**src/rtl/f_fetch_pc_if.sv**
```systemverilog
// Fetch-PC bus: the control inputs from CP0, the hazard unit and the D-stage branch
// logic, plus the F-stage word that the F/D register captures.
interface f_fetch_pc_if #(
  parameter int DATA_W = 32
);
  logic              block;
  logic              Req;
  logic              D_eret;
  logic [DATA_W-1:0] EPC;
  logic              D_br_take;
  logic [DATA_W-1:0] D_br_target;
  logic              F_isBJ;
  logic [DATA_W-1:0] F_pc;
  logic [4:0]        F_ExcCode;
  logic              F_isBD;
  logic [DATA_W-1:0] F_fetch_cnt;

  // Fetch PC generator side.
  modport slave (
    input  block, Req, D_eret, EPC, D_br_take, D_br_target, F_isBJ,
    output F_pc, F_ExcCode, F_isBD, F_fetch_cnt
  );

  // Pipeline control side driving the generator.
  modport master (
    output block, Req, D_eret, EPC, D_br_take, D_br_target, F_isBJ,
    input  F_pc, F_ExcCode, F_isBD, F_fetch_cnt
  );
endinterface

```
**src/rtl/f_fetch_pc.sv**
```systemverilog
// Fetch-stage PC generator. Keeps pc, delay-slot flag and advance counter, and
// follows the same stall/exception/eret priority as the F/D pipeline register so
// F and D never disagree about which word was fetched.
module f_fetch_pc #(
  parameter int          DATA_W   = 32,
  parameter logic [31:0] RESET_PC = 32'h0000_3000,
  parameter logic [31:0] EXC_PC   = 32'h0000_4180,
  parameter logic [31:0] TEXT_LO  = 32'h0000_3000,
  parameter logic [31:0] TEXT_HI  = 32'h0000_6ffc
) (
  input  logic         clk,
  input  logic         reset,
  f_fetch_pc_if.slave  bus
);

  localparam logic [4:0] EXC_NONE = 5'd0;
  localparam logic [4:0] EXC_ADEL = 5'd4;

  // Which rule decides the next F-stage word this cycle.
  typedef enum logic [2:0] {
    SRC_HOLD = 3'd0,
    SRC_EXC  = 3'd1,
    SRC_ERET = 3'd2,
    SRC_BR   = 3'd3,
    SRC_SEQ  = 3'd4
  } src_e;

  logic [DATA_W-1:0] pc_q,  pc_d;
  logic              isbd_q, isbd_d;
  logic [DATA_W-1:0] cnt_q, cnt_d;
  logic [DATA_W-1:0] pc_seq;
  src_e              src;

  // Misaligned or outside the text window -> address error on load (AdEL).
  function automatic logic is_adel(input logic [DATA_W-1:0] pc);
    return (pc[1:0] != 2'b00) || (pc < TEXT_LO) || (pc > TEXT_HI);
  endfunction

  // Sequential successor; wraps silently, the wrapped pc then shows up as AdEL.
  function automatic logic [DATA_W-1:0] pc_plus4(input logic [DATA_W-1:0] pc);
    return pc + DATA_W'(4);
  endfunction

  assign pc_seq = pc_plus4(pc_q);

  // Priority decode: Req beats a stall, a stall masks eret/branch, eret beats branch.
  always_comb begin
    src = SRC_SEQ;
    if (bus.Req)            src = SRC_EXC;
    else if (bus.block)     src = SRC_HOLD;
    else if (bus.D_eret)    src = SRC_ERET;
    else if (bus.D_br_take) src = SRC_BR;
    else                    src = SRC_SEQ;
  end

  // Next-state values for pc, delay-slot flag and advance counter.
  always_comb begin
    pc_d   = pc_q;
    isbd_d = isbd_q;
    cnt_d  = cnt_q;
    unique case (src)
      SRC_EXC: begin
        // Exception redirect is not an advance of the fetch stream.
        pc_d   = EXC_PC;
        isbd_d = 1'b0;
      end
      SRC_HOLD: begin
        pc_d   = pc_q;
        isbd_d = isbd_q;
      end
      SRC_ERET: begin
        pc_d   = EPC_val();
        isbd_d = 1'b0;
        cnt_d  = cnt_q + DATA_W'(1);
      end
      SRC_BR: begin
        pc_d   = bus.D_br_target;
        isbd_d = 1'b0;
        cnt_d  = cnt_q + DATA_W'(1);
      end
      SRC_SEQ: begin
        // The word after a branch/jump is its delay slot.
        pc_d   = pc_seq;
        isbd_d = bus.F_isBJ;
        cnt_d  = cnt_q + DATA_W'(1);
      end
      default: begin
        pc_d   = pc_q;
        isbd_d = isbd_q;
        cnt_d  = cnt_q;
      end
    endcase
  end

  function automatic logic [DATA_W-1:0] EPC_val();
    return bus.EPC;
  endfunction

  // F-stage state register; reset overrides stall and Req and leaves nothing behind.
  always_ff @(posedge clk) begin
    if (reset) begin
      pc_q   <= RESET_PC;
      isbd_q <= 1'b0;
      cnt_q  <= '0;
    end else begin
      pc_q   <= pc_d;
      isbd_q <= isbd_d;
      cnt_q  <= cnt_d;
    end
  end

  assign bus.F_pc        = pc_q;
  assign bus.F_isBD      = isbd_q;
  assign bus.F_fetch_cnt = cnt_q;
  assign bus.F_ExcCode   = is_adel(pc_q) ? EXC_ADEL : EXC_NONE;

endmodule
```
**src/flat_wrapper.sv**
```systemverilog
// flat-port wrapper written by rule: the top's interface ports become plain ports
module f_fetch_pc_flat 
#(
  parameter int          DATA_W   = 32,
  parameter logic [31:0] RESET_PC = 32'h0000_3000,
  parameter logic [31:0] EXC_PC   = 32'h0000_4180,
  parameter logic [31:0] TEXT_LO  = 32'h0000_3000,
  parameter logic [31:0] TEXT_HI  = 32'h0000_6ffc
)
  (clk, reset, bus_block, bus_Req, bus_D_eret, bus_EPC, bus_D_br_take, bus_D_br_target, bus_F_isBJ, bus_F_pc, bus_F_ExcCode, bus_F_isBD, bus_F_fetch_cnt);
  f_fetch_pc_if #(.DATA_W(DATA_W)) bus_i ();
  input  logic clk;
  input  logic reset;
  input wire logic [$bits(bus_i.block)-1:0] bus_block;
  input wire logic [$bits(bus_i.Req)-1:0] bus_Req;
  input wire logic [$bits(bus_i.D_eret)-1:0] bus_D_eret;
  input wire logic [$bits(bus_i.EPC)-1:0] bus_EPC;
  input wire logic [$bits(bus_i.D_br_take)-1:0] bus_D_br_take;
  input wire logic [$bits(bus_i.D_br_target)-1:0] bus_D_br_target;
  input wire logic [$bits(bus_i.F_isBJ)-1:0] bus_F_isBJ;
  output wire logic [$bits(bus_i.F_pc)-1:0] bus_F_pc;
  output wire logic [$bits(bus_i.F_ExcCode)-1:0] bus_F_ExcCode;
  output wire logic [$bits(bus_i.F_isBD)-1:0] bus_F_isBD;
  output wire logic [$bits(bus_i.F_fetch_cnt)-1:0] bus_F_fetch_cnt;
  assign bus_i.block = bus_block;
  assign bus_i.Req = bus_Req;
  assign bus_i.D_eret = bus_D_eret;
  assign bus_i.EPC = bus_EPC;
  assign bus_i.D_br_take = bus_D_br_take;
  assign bus_i.D_br_target = bus_D_br_target;
  assign bus_i.F_isBJ = bus_F_isBJ;
  assign bus_F_pc = bus_i.F_pc;
  assign bus_F_ExcCode = bus_i.F_ExcCode;
  assign bus_F_isBD = bus_i.F_isBD;
  assign bus_F_fetch_cnt = bus_i.F_fetch_cnt;
  f_fetch_pc #(.DATA_W(DATA_W), .RESET_PC(RESET_PC), .EXC_PC(EXC_PC), .TEXT_LO(TEXT_LO), .TEXT_HI(TEXT_HI)) u_core (.clk(clk), .reset(reset), .bus(bus_i));
endmodule
```
**config.mk**
```make
export PLATFORM = sky130hd
export DESIGN_NAME = f_fetch_pc_flat
export DESIGN_NICKNAME = d
export VERILOG_FILES = /design/src/rtl/f_fetch_pc_if.sv /design/src/rtl/f_fetch_pc.sv /design/src/flat_wrapper.sv
export SDC_FILE = /design/constraint.sdc
export NUM_CORES = 1
export LEC_CHECK = 0
export CAP_MARGIN = 10
export CORE_AREA = 4 4 102 104
export DETAILED_ROUTE_END_ITERATION = 8
export DIE_AREA = 0 0 106 108
export PLACE_DENSITY = 0.87
export SKIP_CTS_REPAIR_TIMING = 1
export SLEW_MARGIN = 40
export SYNTH_ARGS = -nofsm -noshare
export SYNTH_HDL_FRONTEND = slang
export SYNTH_SLANG_ARGS = --single-unit
```
**constraint.sdc**
```tcl
create_clock -name clk -period 1.86 [get_ports clk]
set_input_delay 0.372 -clock clk [delete_from_list [all_inputs] [get_ports clk]]
set_output_delay 0.372 -clock clk [all_outputs]
set_load 0.02 [all_outputs]
```
After elaboration in Yosys (flattened, before gate mapping)
Index checks and enable logic that the tools add are counted.
{"block": "totals", "ff_bits": 65, "latchBits": 0, "ramBits": 0, "romBits": 0, "out_inout_bits": 70, "wordCells": 25, "mem_count": 0}
{"block": "op_classes", "n_addsub": 2, "mul": 0, "div": 0, "order_cmp": 2, "n_eq_ne": 4, "shifts": 0, "muxes": 7, "bitwise_logic": 0, "reduce_logical": 7}
{"op": "$pmux W32 S4", "count": 1}
{"op": "$add A32 B1 Y32 const B", "count": 1}
{"op": "$add A32 B3 Y32 const B", "count": 1}
{"op": "$gt A32 B15 Y1 const B", "count": 1}
{"op": "$lt A32 B14 Y1 const B", "count": 1}
{"op": "$mux W3", "count": 5}
{"op": "$eq A3 B2 Y1 const B", "count": 2}
{"op": "$reduce_or A3 Y1", "count": 2}
{"op": "$reduce_bool A2 Y1", "count": 2}
{"op": "$reduce_bool A4 Y1", "count": 1}
{"op": "$eq A3 B1 Y1 const B", "count": 1}
{"op": "$eq A3 B3 Y1 const B", "count": 1}
{"op": "$logic_or A1 B1 Y1", "count": 2}
{"op": "$pmux W1 S2", "count": 1}

Longest topological paths before layout
Gate-level depths: netlist of run 1.
{"block": "depth", "depth_word": 7, "ltp_mapped": 7}

Least setup slack after synthesis of run 1
No wires, ideal clock.
{"block": "synth_timing", "kind": "reg-to-reg", "startpoint": "reg u_core.pc_q[4], in the netlist u_core.bus.F_pc[4]", "endpoint": "reg u_core.pc_q[27], in the netlist u_core.bus.F_pc[27]", "setup_ns": 0.130, "arrival_time_ns": 1.906, "t_required_ns": 1.730, "path_slack_ns": -0.176, "stages_incl_launch_ff": 7, "period_less_slack_ns": 2.036, "path_cell_list": "dfxtp_1 nand4_4 or4_1 buf_4 nor4_4 xnor2_1 o22ai_2"}
{"block": "synth_between", "elab_chain_cells": 2}
{"item": "from (decl)", "line_no": "f_fetch_pc.sv:28", "source": "logic [DATA_W-1:0] pc_q, pc_d;"}
{"item": "from (signal assigned)", "line_no": "f_fetch_pc.sv:106", "source": "pc_q <= pc_d;"}
{"item": "$add A32 B3 Y32", "line_no": "f_fetch_pc.sv:41", "source": "return pc + DATA_W'(4);"}
{"item": "$pmux W32 S4", "line_no": "f_fetch_pc.sv:61", "source": "unique case (src)"}
Every way passes these cells.
A chain may end at the register's enable or synchronous reset.

Worst setup path after layout of run 1
{"block": "layout_timing", "startpoint": "reg u_core.pc_q[25], in the netlist u_core.bus.F_pc[25]", "endpoint": "out bus_F_ExcCode[2]"}
{"block": "layout_between", "elab_chain_cells": 4, "elab_cells_between_ends": 5, "cone_classes": "order compare (2); mux (1); reduce/logical (2)"}
{"item": "$lt A32 B14 Y1", "line_no": "f_fetch_pc.sv:36", "source": "return (pc[1:0] != 2'b00) || (pc < TEXT_LO) || (pc > TEXT_HI);"}
{"item": "$logic_or A1 B1 Y1", "line_no": "f_fetch_pc.sv:36"}
{"item": "$logic_or A1 B1 Y1 *", "line_no": "f_fetch_pc.sv:36"}
{"item": "$mux W3 *", "line_no": "f_fetch_pc.sv:115", "source": "assign bus.F_ExcCode = is_adel(pc_q) ? EXC_ADEL : EXC_NONE;"}
{"item": "to (decl)", "line_no": "flat_wrapper.sv:22", "source": "output wire logic [$bits(bus_i.F_ExcCode)-1:0] bus_F_ExcCode;"}
Mark *: on every way between the ends. The rest lies on a longest branch, timed or not.

==> run_results.csv, run 1 <==
group,metric,value,unit
outcome,run_status,"finished, violations left",
outcome,violations,"setup timing",
floorplan,rows,36,
synth,synth_seq_area_share,0.352,
synth,number_of_synthesis_warnings,0,
grt,grt_max_degree,29,
setup_path,criticalPathCategory,"reg2out",
setup_path,crit_top_cell,"sky130_fd_sc_hd__nor4_2",
setup_path,cp_cell_sequence,"nor4_2 -> nand2_1 -> nor4_2 -> buf_4 -> nand4_1 -> buf_2",
drt,firstDrtPassIters,5,
pwr,power.density_cell_area,543,nW/um2
clock_tree,cts_max_path_buffers,2,
synth,postSynth.asyncResetShare,0,
synth,commonest_cells_in_the_synthesized_netlist,"65 x sky130_fd_sc_hd__dfxtp_1, 54 x sky130_fd_sc_hd__nor2_1, 31 x sky130_fd_sc_hd__a21oi_1",
synth,synth_largest_type_area_fraction,0.352,
grt,grtUsageMet1,0.281,
drt,post_drt_via_cell_ratio,5.55,
timing,finalHoldViolCount,0,
grt,grt_overflow,0,
clock_tree,clock_latency,0.35,ns
floorplan,die_width,106,um
final_layout,fraction_of_final_layout_cells_with_drive_strength_greater_than_1,0.218,
drt,drtAntennaViolNets,0,
synth,netlist_instances,462,
setup_path,timing.critical_path.arrival,1.73,ns
min_path,hold_path.class,"in2reg",
drt,dr.first_iter.drc_count,231,
synth,synth_area_leader_cell,"sky130_fd_sc_hd__dfxtp_1",
placement,buffer_ports.inserted,136,
clock_tree,cts.sinks,65,
placement,gpl.final_weighted_congestion,0.891,
timing,post_layout_worst_setup_margin,-0.242,ns
synth,yosys.cell_count.top_type,"sky130_fd_sc_hd__dfxtp_1",
setup_path,critical-path-max-stage-delay,0.34,ns
timing,worst_slew_pin_slew,0.542,ns
floorplan,initial_core_util,0.387,
grt,antenna_found_initial,0,
timing,clock-skew-final,0.0119,ns
clock_tree,cts_root_buf,"sky130_fd_sc_hd__clkbuf_8",
synth,synth_area,3690,um2
synth,number_of_register_bits_inferred_by_synthesis,65,
timing,max-slew-margin-rel,0.638,
grt,grt_pass1_wl,21.4,mm
timing,final_critical_path_time_including_i_o_delays_and_setup,2.10,ns
grt,first_global_vias,4415,
synth,syn-mean-instance-area,8.00,um2
run,max_cap_viol_count,0,
pwr,ir_worst_vdd,0.000328,V
synth,postSynth.topFlopCell,"sky130_fd_sc_hd__dfxtp_1",
timing,maxClockFrequency,476,MHz
final_layout,fillCellCount,791,
timing,timing.final.crit_share,1.13,
clock_tree,clk_pin_slew,0.09,ns
timing,hold_ws,0.413,ns
synth,synthTopCellsByArea,"sky130_fd_sc_hd__dfxtp_1 35%, sky130_fd_sc_hd__xor2_1 6.4%, sky130_fd_sc_hd__nor2_1 5.5%, sky130_fd_sc_hd__nand4_1 4.6%, sky130_fd_sc_hd__a22oi_1 4.3%",
final_layout,final_core_utilization,0.643,
synth,synth_edf_count,0,
placement,place_hpwl,10.5,mm
timing,finish_stage_setup_viols,1,
setup_path,required,1.49,ns
timing,rsz0062_at_grt,"true",
setup_path,critPathCaptureType,"output pin",
drt,detail_route.wl_per_cell,17.3,um
clock_tree,tritoncts,"built",
setup_path,critPathLaunchType,"flip-flop",
floorplan,pin_count,141,
grt,grtUsageMet2,0.410,
grt,global_route.usage.met3,0.0388,
clock_tree,ctsHtreeMaxLevel,3,
final_layout,antenna_cells_inserted,0,
grt,grtUsageTotal,0.231,
timing,timing_max_transition_violations_final,0,
clock_tree,cts_inserted_buffers,9,
final_layout,design.final.nets,743,
drt,postRouteWirelength,14.0,mm
floorplan,die_h,108,um
grt,grt-busiest-layer,"met2",
synth,ys_types,50,
drt,routed-via-count,4485,
pwr,power.static_leakage,0.00258,uW
final_layout,syn2layout_area_growth,66.2,%
pwr,total_power,3340,uW
setup_path,critical_path.max_fanout,2,
setup_path,crit_slowest_cell,"sky130_fd_sc_hd__dfxtp_1",
drt,drc_errors,0,
floorplan,core-area,9550,um2
floorplan,design.die.area,11400,um2
cell families (layout without fill, tap and decap cells):
kind of cell / count (synthesis) / after routing / share of synthesized area
buf+inv: 40 / 250 / 0.0464
other cells: 1 / 4 / 0.00101
mux: 2 / 2 / 0.00542
compound gates: 121 / 121 / 0.211
fa+ha+maj: 2 / 2 / 0.00677
xor+xnor: 42 / 42 / 0.0996
simple gates: 189 / 189 / 0.277
flops: 65 / 65 / 0.352
critical path, delay by kind of cell (launching register included):
family / cells / cell delay (ns)
buf+inv: 2 / 0.35
flops: 1 / 0.34
simple gates: 4 / 0.69
path summary, 6_finish.rpt:
path,from,to,slack [ns],cells past startpoint
max,u_core.bus.F_pc[25]$_SDFFE_PP0P_,bus_F_ExcCode[2],-0.24,6
min,reset,u_core.bus.F_pc[22]$_SDFFE_PP0P_,0.41,2
max reg2reg,u_core.bus.F_pc[13]$_SDFFE_PP1P_,u_core.bus.F_pc[27]$_SDFFE_PP0P_,0.04,6
min reg2reg,u_core.bus.F_fetch_cnt[31]$_SDFFE_PP0P_,u_core.bus.F_fetch_cnt[31]$_SDFFE_PP0P_,0.49,2
layout by cell type, fill, tap and decap left out, types with 3 or more instances in the layout:
cell,count
sky130_fd_sc_hd__clkdlybuf4s50_1,113
sky130_fd_sc_hd__buf_4,85
sky130_fd_sc_hd__nor2_1,54
sky130_fd_sc_hd__dfxtp_1,47
sky130_fd_sc_hd__a21oi_1,30
sky130_fd_sc_hd__nand4_1,27
sky130_fd_sc_hd__xor2_1,27
sky130_fd_sc_hd__nand2_1,23
sky130_fd_sc_hd__o21ai_0,22
sky130_fd_sc_hd__a22oi_1,21
sky130_fd_sc_hd__dlymetal6s2s_1,21
sky130_fd_sc_hd__nand3_1,20
sky130_fd_sc_hd__o22ai_1,16
sky130_fd_sc_hd__dfxtp_2,16
sky130_fd_sc_hd__xnor2_1,15
sky130_fd_sc_hd__inv_1,10
sky130_fd_sc_hd__clkbuf_8,9
sky130_fd_sc_hd__nor3_1,8
sky130_fd_sc_hd__or3_1,8
sky130_fd_sc_hd__and3_1,7
sky130_fd_sc_hd__a221oi_1,7
sky130_fd_sc_hd__a31oi_1,6
sky130_fd_sc_hd__nor4_1,5
sky130_fd_sc_hd__and2_1,5
sky130_fd_sc_hd__a22o_1,5
sky130_fd_sc_hd__nand2b_1,4
sky130_fd_sc_hd__nor2b_1,4
sky130_fd_sc_hd__conb_1,4
sky130_fd_sc_hd__nor4_2,3
sky130_fd_sc_hd__nor4_4,3
sky130_fd_sc_hd__clkinv_4,3
sequential cells by signal, indices dropped and copies added (netlist names):
| register | cells |
|---|---|
| u_core.bus.F_pc | 32 |
| u_core.bus.F_fetch_cnt | 32 |
| u_core.bus.F_isBD | 1 |
final cells by class:
type,instances,area (um2),area share
Clock buffer,9,124,0.0202
Clock inverter,7,80.1,0.0130
Inverter,10,37.5,0.00611
Multi-Input combinational cell,360,2310,0.376
Sequential cell,65,1330,0.216
Tap cell,133,166,0.0271
Timing Repair Buffer,224,2090,0.341
report_power, final:
group          switching (uW)  internal (uW)
combinational             297            349
sequential               28.5           1420
clock                     608            630
metrics by stage:
stage,instances,setup slack (ns),TNS (ns),instance area [um2]
floorplan,465,-0.0181,-0.0241,3750
global route,808,-0.357,-0.453,6140
detailed placement,788,-0.411,-13.86,5780
CTS,804,-0.598,-0.862,5990
global placement,788,-0.359,-10.54,5780
finish,808,-0.242,-0.242,6140
layer usage:
layer  vias to the layer above  part of all wire
met5                         -                 0
met1                      2134              0.42
li1                       2128                 -
met3                        34             0.055
met4                         0             0.023
met2                       189              0.51
(Power assumes the default switching activity.)
==> run 2: changes to the inputs <==
--- a/config.mk
+++ b/config.mk
@@ -9,7 +9,8 @@
 export CORE_AREA = 4 4 102 104
 export DETAILED_ROUTE_END_ITERATION = 8
 export DIE_AREA = 0 0 106 108
-export PLACE_DENSITY = 0.87
+export DONT_BUFFER_PORTS = 1
+export PLACE_DENSITY = 0.67
 export SKIP_CTS_REPAIR_TIMING = 1
 export SLEW_MARGIN = 40
 export SYNTH_ARGS = -nofsm -noshare
==> run 2 against run 1 <==
The run still ends with setup timing left. Critical path type unchanged. Worst setup slack better by 0.087 ns. Largest power group is now the clock network. Sequential cell count unchanged. Critical endpoint unchanged. Fmax rose by 4.3%. Register-to-register slack better by 0.02 ns. Final area is 24% lower. Sequential power about the same. Clock power up 19%. Final cell count down 18%. Non-clock buffer count shrank 144. Count of clock-buffer cells in the layout rose by 2.
==> run_results.csv, run 2 (synthesized netlist as in run 1, its figures left out) <==
group,metric,value,unit
outcome,run_status,"finished, violations left",
outcome,violations,"setup timing",
final_layout,antenna_cells_inserted,0,
timing,finalHoldViolCount,0,
final_layout,fraction_of_final_layout_cells_with_drive_strength_greater_than_1,0.243,
placement,place_hpwl,9.46,mm
timing,post_layout_worst_setup_margin,-0.156,ns
clock_tree,clk_pin_slew,0.08,ns
timing,clock-skew-final,0.0104,ns
min_path,hold_path.class,"in2reg",
grt,grtUsageTotal,0.213,
pwr,power.static_leakage,0.00171,uW
timing,max-slew-margin-rel,0.637,
setup_path,criticalPathCategory,"reg2out",
drt,routed-via-count,3782,
grt,grt_max_degree,61,
setup_path,critical_path.max_fanout,2,
placement,gpl.final_weighted_congestion,0.906,
setup_path,critPathLaunchType,"flip-flop",
timing,final_critical_path_time_including_i_o_delays_and_setup,2.02,ns
grt,grt_pass1_wl,19.6,mm
pwr,internal_power,2450,uW
timing,rsz0062_at_grt,"true",
floorplan,die_width,106,um
floorplan,pin_count,141,
floorplan,initial_core_util,0.387,
floorplan,core-area,9550,um2
run,max_cap_viol_count,0,
pwr,sw_frac_of_total,0.252,
floorplan,die_h,108,um
final_layout,design.final.nets,599,
clock_tree,clock_latency,0.35,ns
drt,postRouteWirelength,12.5,mm
timing,maxClockFrequency,496,MHz
final_layout,layout.cells.non_filler,664,
final_layout,fillCellCount,941,
setup_path,required,1.49,ns
pwr,ir_worst_vdd,0.000317,V
pwr,sequentialPowerShare,0.443,
drt,firstDrtPassIters,6,
grt,antenna_found_initial,0,
drt,post_drt_via_cell_ratio,5.70,
clock_tree,cts_inserted_buffers,9,
pwr,power.density_cell_area,703,nW/um2
pwr,power.share.clock,0.447,
timing,timing.final.crit_share,1.08,
clock_tree,cts_max_path_buffers,2,
timing,worst_slew_pin_slew,0.543,ns
final_layout,layout.cells.most_common_list,"78 x sky130_fd_sc_hd__buf_4, 53 x sky130_fd_sc_hd__nor2_1, 49 x sky130_fd_sc_hd__dfxtp_1",
placement,post-place-cells,647,
setup_path,critPathCaptureType,"output pin",
floorplan,design.die.area,11400,um2
pwr,power_frac_comb,0.110,
clock_tree,ctsHtreeMaxLevel,3,
timing,finish_stage_setup_viols,1,
floorplan,rows,36,
drt,drtAntennaViolNets,0,
final_layout,mostFrequentLayoutCell,"sky130_fd_sc_hd__buf_4",
drt,drc_errors,0,
final_layout,final_core_utilization,0.488,
timing,timing_max_transition_violations_final,0,
clock_tree,cts.sinks,65,
setup_path,timing.critical_path.arrival,1.64,ns
grt,grt_overflow,0,
grt,first_global_vias,3752,
drt,detail_route.wl_per_cell,18.8,um
final_layout,syn2layout_area_growth,26.2,%
drt,dr.first_iter.drc_count,224,
timing,setup-tns-final,-0.156,ns
clock_tree,tritoncts,"built",
placement,buffer_ports.inserted,0,
clock_tree,cts_root_buf,"sky130_fd_sc_hd__clkbuf_8",
pwr,switching_component_of_the_power,827,uW
placement,dp_slack,0.0247,ns
run 2: through the flow:
| step | hold WS [ns] | total power [uW] | area, um2 |
|---|---|---|---|
| 5_1_grt | 0.0689 | 3420 | 4660 |
| 2_1_floorplan | 0.511 | 1740 | 3750 |
| 3_3_place_gp | 0.447 | 1830 | 4380 |
| 3_5_place_dp | 0.449 | 1840 | 4380 |
| 4_1_cts | 0.0733 | 3290 | 4630 |
| 6_report | 0.0909 | 3280 | 4660 |
run 2: final timing paths:
kind                                                             start                                endpoint  slack, ns  cells past startpoint
worst max-delay path                  u_core.bus.F_pc[25]$_SDFFE_PP0P_                        bus_F_ExcCode[2]      -0.16                      6
worst min register to register  u_core.bus.F_fetch_cnt[1]$_SDFFE_PP0P_  u_core.bus.F_fetch_cnt[1]$_SDFFE_PP0P_       0.49                      2
worst max register to register         u_core.bus.F_pc[7]$_SDFFE_PP0P_        u_core.bus.F_pc[27]$_SDFFE_PP0P_       0.06                      6
worst min-delay path                                             reset         u_core.bus.F_pc[1]$_SDFFE_PP0P_       0.09                      1
run 2: per-layer routing:
metal,track usage,part of all wire,wire [um],up-vias
met5,0,0,0,-
met4,0.0611,0.020,248,0
met3,0.0997,0.11,1370,18
met2,0.342,0.46,5780,151
met1,0.258,0.41,5110,1788
li1,-,-,-,1825
run 2: power by group through the flow:
stage,clock network (uW),logic [uW],registers [uW]
finish,1470,362,1450
global placement,0,348,1480
detailed placement,0,354,1480
global route,1570,391,1450
floorplan,0,205,1540
CTS,1490,355,1450
run 2: critical path: stages, from the launching register on:
cell                      delay (ns)
sky130_fd_sc_hd__dfxtp_1        0.34
sky130_fd_sc_hd__nor4_2         0.28
sky130_fd_sc_hd__nand2_1        0.13
sky130_fd_sc_hd__nor4_4         0.17
sky130_fd_sc_hd__buf_4          0.15
sky130_fd_sc_hd__nand4_1        0.06
sky130_fd_sc_hd__buf_4          0.17
run 2: final cells by class:
type / count / area, um2 / area share
Multi-Input combinational cell: 360 / 2270 / 0.487
Sequential cell: 65 / 1320 / 0.284
Timing Repair Buffer: 80 / 617 / 0.132
Tap cell: 133 / 166 / 0.0357
Clock buffer: 11 / 163 / 0.0349
Clock inverter: 5 / 85.1 / 0.0182
Inverter: 10 / 37.5 / 0.00805
